==> config.mk <==
export PLATFORM = sky130hd
export DESIGN_NAME = sram_uart_dump
export DESIGN_NICKNAME = d
export VERILOG_FILES = /design/src/rtl/sram_uart_dump.sv
export SDC_FILE = /design/constraint.sdc
export NUM_CORES = 1
export LEC_CHECK = 0
export CORE_UTILIZATION = 58
export CTS_BUF_LIST = sky130_fd_sc_hd__clkbuf_4 sky130_fd_sc_hd__clkbuf_8 sky130_fd_sc_hd__clkbuf_16
export DETAILED_ROUTE_END_ITERATION = 7
export PLACE_DENSITY = 0.95
export SLEW_MARGIN = 15
export SYNTH_ARGS = -nofsm -noshare
export SYNTH_HDL_FRONTEND = slang
export SYNTH_SLANG_ARGS = --single-unit
==> constraint.sdc <==
create_clock -name Clock_50 -period 6.67 [get_ports Clock_50]
set_input_delay 1.334 -clock Clock_50 [delete_from_list [all_inputs] [get_ports Clock_50]]
set_output_delay 1.334 -clock Clock_50 [all_outputs]
set_load 0.01 [all_outputs]
==> src/rtl/sram_uart_dump.sv <==
// Streams WORD_COUNT 16-bit SRAM words out a byte-wide valid/ready UART port, high byte first.
// Define PPM_HEADER_EN to prefix the stream with a 15-byte binary PPM header.
module sram_uart_dump #(
  parameter int unsigned WORD_COUNT   = 115200,
  parameter int unsigned READ_LATENCY = 2
) (
  input  logic        Clock_50,
  input  logic        Reset,
  input  logic        Start,
  input  logic [17:0] Base_address,
  output logic [17:0] SRAM_address,
  output logic        SRAM_we_n,
  input  logic [15:0] SRAM_read_data,
  output logic [7:0]  Tx_data,
  output logic        Tx_valid,
  input  logic        Tx_ready,
  output logic        Busy,
  output logic        Done
);

  localparam logic [16:0] LastWord = 17'(WORD_COUNT - 1);
  localparam logic [1:0]  WaitLast = 2'(READ_LATENCY - 1);

  typedef enum logic [2:0] {
    S_IDLE,
`ifdef PPM_HEADER_EN
    S_HEADER,
`endif
    S_ISSUE,
    S_WAIT,
    S_HIGH,
    S_LOW,
    S_DONE
  } state_e;

  state_e      state_q, state_d;
  logic [17:0] base_q, base_d;
  logic [16:0] cnt_q, cnt_d;
  logic [15:0] hold_q, hold_d;
  logic [17:0] addr_q, addr_d;
  logic [1:0]  wait_q, wait_d;

`ifdef PPM_HEADER_EN
  logic [3:0] hdr_idx_q, hdr_idx_d;

  // "P6\n320 240\n255\n"
  function automatic logic [7:0] hdr_byte(input logic [3:0] idx);
    unique case (idx)
      4'd0:    hdr_byte = 8'h50;
      4'd1:    hdr_byte = 8'h36;
      4'd2:    hdr_byte = 8'h0A;
      4'd3:    hdr_byte = 8'h33;
      4'd4:    hdr_byte = 8'h32;
      4'd5:    hdr_byte = 8'h30;
      4'd6:    hdr_byte = 8'h20;
      4'd7:    hdr_byte = 8'h32;
      4'd8:    hdr_byte = 8'h34;
      4'd9:    hdr_byte = 8'h30;
      4'd10:   hdr_byte = 8'h0A;
      4'd11:   hdr_byte = 8'h32;
      4'd12:   hdr_byte = 8'h35;
      4'd13:   hdr_byte = 8'h35;
      4'd14:   hdr_byte = 8'h0A;
      default: hdr_byte = 8'h00;
    endcase
  endfunction
`endif

  always_comb begin
    state_d  = state_q;
    base_d   = base_q;
    cnt_d    = cnt_q;
    hold_d   = hold_q;
    addr_d   = addr_q;
    wait_d   = wait_q;
`ifdef PPM_HEADER_EN
    hdr_idx_d = hdr_idx_q;
`endif
    Tx_valid = 1'b0;
    Tx_data  = 8'h00;
    Done     = 1'b0;
    Busy     = (state_q != S_IDLE) && (state_q != S_DONE);

    unique case (state_q)
      S_IDLE: begin
        if (Start) begin
          base_d = Base_address;
          cnt_d  = '0;
`ifdef PPM_HEADER_EN
          hdr_idx_d = '0;
          state_d   = S_HEADER;
`else
          state_d = S_ISSUE;
`endif
        end
      end
`ifdef PPM_HEADER_EN
      S_HEADER: begin
        Tx_valid = 1'b1;
        Tx_data  = hdr_byte(hdr_idx_q);
        if (Tx_ready) begin
          if (hdr_idx_q == 4'd14) state_d = S_ISSUE;
          else                    hdr_idx_d = hdr_idx_q + 4'd1;
        end
      end
`endif
      S_ISSUE: begin
        // 18-bit add wraps the address space naturally
        addr_d  = base_q + 18'(cnt_q);
        wait_d  = '0;
        state_d = S_WAIT;
      end
      S_WAIT: begin
        if (wait_q == WaitLast) begin
          hold_d  = SRAM_read_data;
          state_d = S_HIGH;
        end else begin
          wait_d = wait_q + 2'd1;
        end
      end
      S_HIGH: begin
        Tx_valid = 1'b1;
        Tx_data  = hold_q[15:8];
        if (Tx_ready) state_d = S_LOW;
      end
      S_LOW: begin
        Tx_valid = 1'b1;
        Tx_data  = hold_q[7:0];
        if (Tx_ready) begin
          cnt_d   = cnt_q + 17'd1;
          state_d = (cnt_q == LastWord) ? S_DONE : S_ISSUE;
        end
      end
      S_DONE: begin
        Done    = 1'b1;
        state_d = S_IDLE;
      end
      default: state_d = S_IDLE;
    endcase
  end

  // Address is presented during S_ISSUE itself and held afterwards
  assign SRAM_address = addr_d;
  assign SRAM_we_n    = 1'b1;

  always_ff @(posedge Clock_50) begin
    if (Reset) begin
      state_q <= S_IDLE;
      base_q  <= '0;
      cnt_q   <= '0;
      hold_q  <= '0;
      addr_q  <= '0;
      wait_q  <= '0;
`ifdef PPM_HEADER_EN
      hdr_idx_q <= '0;
`endif
    end else begin
      state_q <= state_d;
      base_q  <= base_d;
      cnt_q   <= cnt_d;
      hold_q  <= hold_d;
      addr_q  <= addr_d;
      wait_q  <= wait_d;
`ifdef PPM_HEADER_EN
      hdr_idx_q <= hdr_idx_d;
`endif
    end
  end

endmodule

# ---- Word level (Yosys, flattened, before mapping)
# Cells that the tools add are included.
dict set report word_totals {
  reg_bits 74
  inputBits 38
}
dict set report op_classes {
  addsub 3
  n_eq_ne 13
  muxes 15
  reduce_logical 11
}
# cell n
set ops {}
lappend ops {{$mux 17} 2}
lappend ops {{$pmux 17 s2} 1}
lappend ops {{$add 18x17->18} 1}
lappend ops {{$mux 18} 1}
lappend ops {{$add 17x1->17 const B} 1}
lappend ops {{$eq 17x17->1 const B} 1}
lappend ops {{$pmux 8 s2} 1}
lappend ops {{$mux 3} 5}
lappend ops {{$pmux 3 s5} 1}
lappend ops {{$ne 2x2->1 const B} 5}
lappend ops {{$eq 3x2->1 const B} 2}
lappend ops {{$eq 3x3->1 const B} 2}
lappend ops {{$reduce_and 2->1} 3}
lappend ops {{$pmux 2 s2} 1}
lappend ops {{$reduce_and 4->1} 1}
lappend ops {{$reduce_bool 2->1} 2}
lappend ops {{$eq 3x1->1 const B} 1}
lappend ops {{$logic_not 3->1} 1}
lappend ops {{$ne 3x3->1 const B} 1}
lappend ops {{$reduce_and 3->1} 1}
lappend ops {{$reduce_bool 3->1} 1}
lappend ops {{$add 2x1->2 const B} 1}
lappend ops {{$eq 2x1->1 const B} 1}
lappend ops {{$mux 1} 2}
lappend ops {{3 further kinds} 3}

# ---- Logic depth before layout (Yosys ltp)
dict set report logic_depth {
  depth_word 4
  mapped_depth 7
  ltp_nobuf 7
}

# ---- Worst setup path after synthesis
# Ideal clock, no wire load.
dict set report synth_path {
  kind {register -> output}
  from {reg cnt_q[0]}
  to {out SRAM_address[10]}
  t_arrival_ps 1993
  required_ps 5336
  slack_ps 3343
  stages_incl_launch_ff 8
  cell_sequence {dfxtp_1 > ha_1 > fa_1 > a211oi_1 > o211ai_1 > nand4_1 > mux2i_1 > nand2_1}
}
dict set report synth_between {
  elab_chain_len 2
}
# item line_no
set synth_lines {}
lappend synth_lines {{start: declaration} 38} ;# logic [16:0] cnt_q, cnt_d;
lappend synth_lines {{start signal: assignment} 160} ;# cnt_q <= cnt_d;
lappend synth_lines {{$add 18x17->18} 109} ;# addr_d = base_q + 18'(cnt_q);
lappend synth_lines {{$mux 18} 84} ;# unique case (state_q)
lappend synth_lines {{end: declaration} 11} ;# output logic [17:0] SRAM_address,
# Every way passes these cells.

# ---- Final worst setup path
dict set report layout_path {
  from {reg state_q[0]}
  to {out SRAM_address[17]}
}
dict set report layout_between {
  elab_chain_len 2
}
# item line_no
set layout_lines {}
lappend layout_lines {{start: declaration} 36} ;# state_e state_q, state_d;
lappend layout_lines {{start signal: assignment} 158} ;# state_q <= state_d;
lappend layout_lines {{$eq 3x1->1} 84}
lappend layout_lines {{$mux 18} 84}
# Every way passes these cells.

==> impl_metrics.csv <==
group,metric,value,unit
critical_path,cp-start-kind,"flop",
timing,worst_pin_slew,1.052,ns
critical_path,critPathLaunch,"state_q[0]",
finish,layout_commonest_cell,"nand2_1",
logic_synthesis,synth_fp_nets,586,
finish,areaGrowthSynthToFinish,20.97,%
logic_synthesis,netlist_area,4212,sq um
critical_path,worst_setup_path_end_kind,"primary output",
critical_path,path_cells,"nor3b_4 > nand2_1 > nor2_1 > nand3_1 > nand3_1 > clkdlybuf4s50_1",
critical_path,cp_num_buf_inv,1,
critical_path,cp_data_arrival_time,3.10,ns
clock_network,cts-htree-levels,3,
floorplan,io_pins,68,
placed_design,gp_congestion,0.9125,
floorplan,start_util,60.98,%
floorplan,core,6907,sq um
clock_network,postCtsSetupBuffers,0,
power,p_per_area,237.6,nW/um^2
logic_synthesis,synth_ff_type,"dfxtp_1",
finish,drive_gt1_share,7.401,%
critical_path,slowest_stage,"nor3b_4",
timing,hold_ws,0.4616,ns
timing,rsz0062_at_grt,"no",
clock_network,insertion_delay,0.36,ns
finish,nNetsFinal,634,
placed_design,post_dp_cell_area,4841,sq um
detailed_routing,drt_wl_total,11190,microns
critical_path,max_stage_delay,0.85,ns
hold_path,hold_path.class,"flop to flop",
detailed_routing,vias_per_cell,6.210,
logic_synthesis,yosys_register_bits,74,
floorplan,die_h,87.22,microns
global_routing,grt_pass1_vias,3724,
global_routing,grt_antenna_before_repair,0,
logic_synthesis,async_flop_share,0,%
critical_path,crit_family,"simple AND/OR/NAND/NOR gates",
global_routing,grt_pass1_wl,18220,microns
critical_path,r2r-start,"cnt_q[0]",
detailed_routing,ant_nets,0,
timing,hold_violations,0,
placed_design,post-dp-hpwl,7757,microns
timing,slew_viol_final,0,
timing,finalClockSkew,0.009604,ns
finish,final_cell_mix,"nand2_1, dfxtp_1, clkdlybuf4s50_1",
floorplan,dieWidth,87.22,microns
detailed_routing,drt-initial-drc-count,440,
global_routing,grt.total_usage,30.95,%
clock_network,cts_tree,"built",
hold_path,worstHoldStart,"hold_q[14]",
finish,num_antenna_cells,0,
timing,fin_crit_sh,66.55,%
timing,setup_tns,0,ns
critical_path,critical_path_class,"flop to primary output",
logic_synthesis,yosysTopAreaCell,"dfxtp_1",
job,cap_violations,0,
logic_synthesis,synth_top_area_share,35.18,%
clock_network,cts_buffers,9,
logic_synthesis,synth-edff-count,0,
clock_network,cts_sinks,74,
clock_network,clk_pin_slew,0.09,ns
floorplan,std_cell_rows,30,
power,p_leak,0.001931,uW
timing,slew_headroom,29.59,%
finish,fillers,516,
detailed_routing,vias,4204,
logic_synthesis,synth_area_leaders,"dfxtp_1, nand2_1, a21oi_1",
detailed_routing,routedWlPerCell,16.53,microns
clock_network,cts.path.max_buffers,2,
outcome,status,"completed",
floorplan,dieArea,7606,sq um
timing,fmax,0.2253,GHz
global_routing,grt_max_degree,63,
critical_path,cp.required,5.34,ns
global_routing,overflow,0,
power,peakVddDrop,0.1733,mV
clock_network,cts-root-buf,"clkbuf_8",
critical_path,cpMostUsedCell,"nand3_1",
logic_synthesis,netlist_instances,528,
detailed_routing,drt_pre_antenna_iters,5,
finish,final_cell_area,5095,sq um
clock_network,hold_buffers,0,
clock_network,cts-resized-gates,0,
placed_design,portBuffers,66,
logic_synthesis,synth.avg_cell_area,7.976,sq um
logic_synthesis,synth_warnings,0,
detailed_routing,route.detailed.drc,0,
critical_path,worst-path-max-fanout,21,
timing,period_needed,4.439,ns
logic_synthesis,synth_cell_types,65,
logic_synthesis,yosysSeqAreaShare,35.18,%
timing,setup_violations,0,
## cell type report
class / count / area [sq um] / area share [%]
Inverter: 6 / 22.52 / 0.4420
Multi-Input combinational cell: 418 / 2560 / 50.25
Clock inverter: 7 / 123.9 / 2.431
Timing Repair Buffer: 67 / 663.1 / 13.02
Clock buffer: 9 / 123.9 / 2.431
Tap cell: 96 / 120.1 / 2.358
Sequential cell: 74 / 1481 / 29.08
## synth_stat cells (all sizes together), types with 2 or more instances
library cell	count
a2111o	2
a2bb2oi	2
and3	5
o21ai	18
a22o	8
buf	19
a221oi	2
nor2b	3
and2	2
mux2i	11
nand2b	2
a211oi	5
nor2	36
clkbuf	11
a32oi	3
or3	6
nand3b	3
or2	2
o211ai	5
o31ai	3
nor4	6
dfxtp	74
inv	6
a21o	5
nor3b	6
nand3	15
o21a	3
nand2	117
nand4	12
nor3	16
xnor2	10
ha	19
xor2	4
a31oi	9
a21oi	63
## kinds of logic (layout without fill, tap and decap cells)
group / count (synthesis) / count (layout) / synth area share (%)
AOI/OAI and AO/OA: 134 / 134 / 20.59
xor gates and xnor gates: 14 / 14 / 2.911
adders and majority gates: 20 / 20 / 6.120
buffers and inverters: 36 / 89 / 4.189
DFF: 74 / 74 / 35.18
muxes: 12 / 12 / 2.971
other: 1 / 1 / 0.08904
and+or+nand+nor: 237 / 237 / 27.96
## where the power goes
part,internal [uW],switching (uW)
logic,111,156
registers,469,32.1
clock network,252,190
## state kept, by name, summed over array words and instances (netlist names)
name	cells
base_q	18
hold_q	16
addr_q	18
cnt_q	17
wait_q	2
state_q	3
## worst min-delay path: stages (launching register included)
cell and delay, ns:
dfxtp_1 0.31, nand2_1 0.05, a21oi_1 0.05
## stage by stage
stage / cells / utilization (%) / setup WS (ns) / total power (uW)
global placement: 661 / 70.09 / 2.561 / 759.0
global route: 677 / 73.77 / 2.091 / 1254
floorplan: 528 / - / 3.343 / 679.8
detailed placement: 661 / 70.09 / 2.407 / 769.3
CTS: 677 / 73.68 / 1.968 / 1204
finish: 677 / 73.77 / 2.231 / 1211
## path summary, 6_finish.rpt
path | end | slack, ns | cells past startpoint
max | SRAM_address[17] | 2.23 | 6
min | hold_q[14] | 0.46 | 2
max reg2reg | addr_q[10] | 4.30 | 7
min reg2reg | hold_q[14] | 0.46 | 2
## per-layer routing
layer	routed length, microns	share of wire, %	global-route usage [%]	vias up
li1	-	-	-	1991
met1	4705	42	40.98	1975
met2	5380	48	50.25	199
met3	808	7.2	5.403	39
met4	295	2.6	12.22	0
met5	0	0	0	-
No activity file was read; power rests on OpenSTA's default activity.
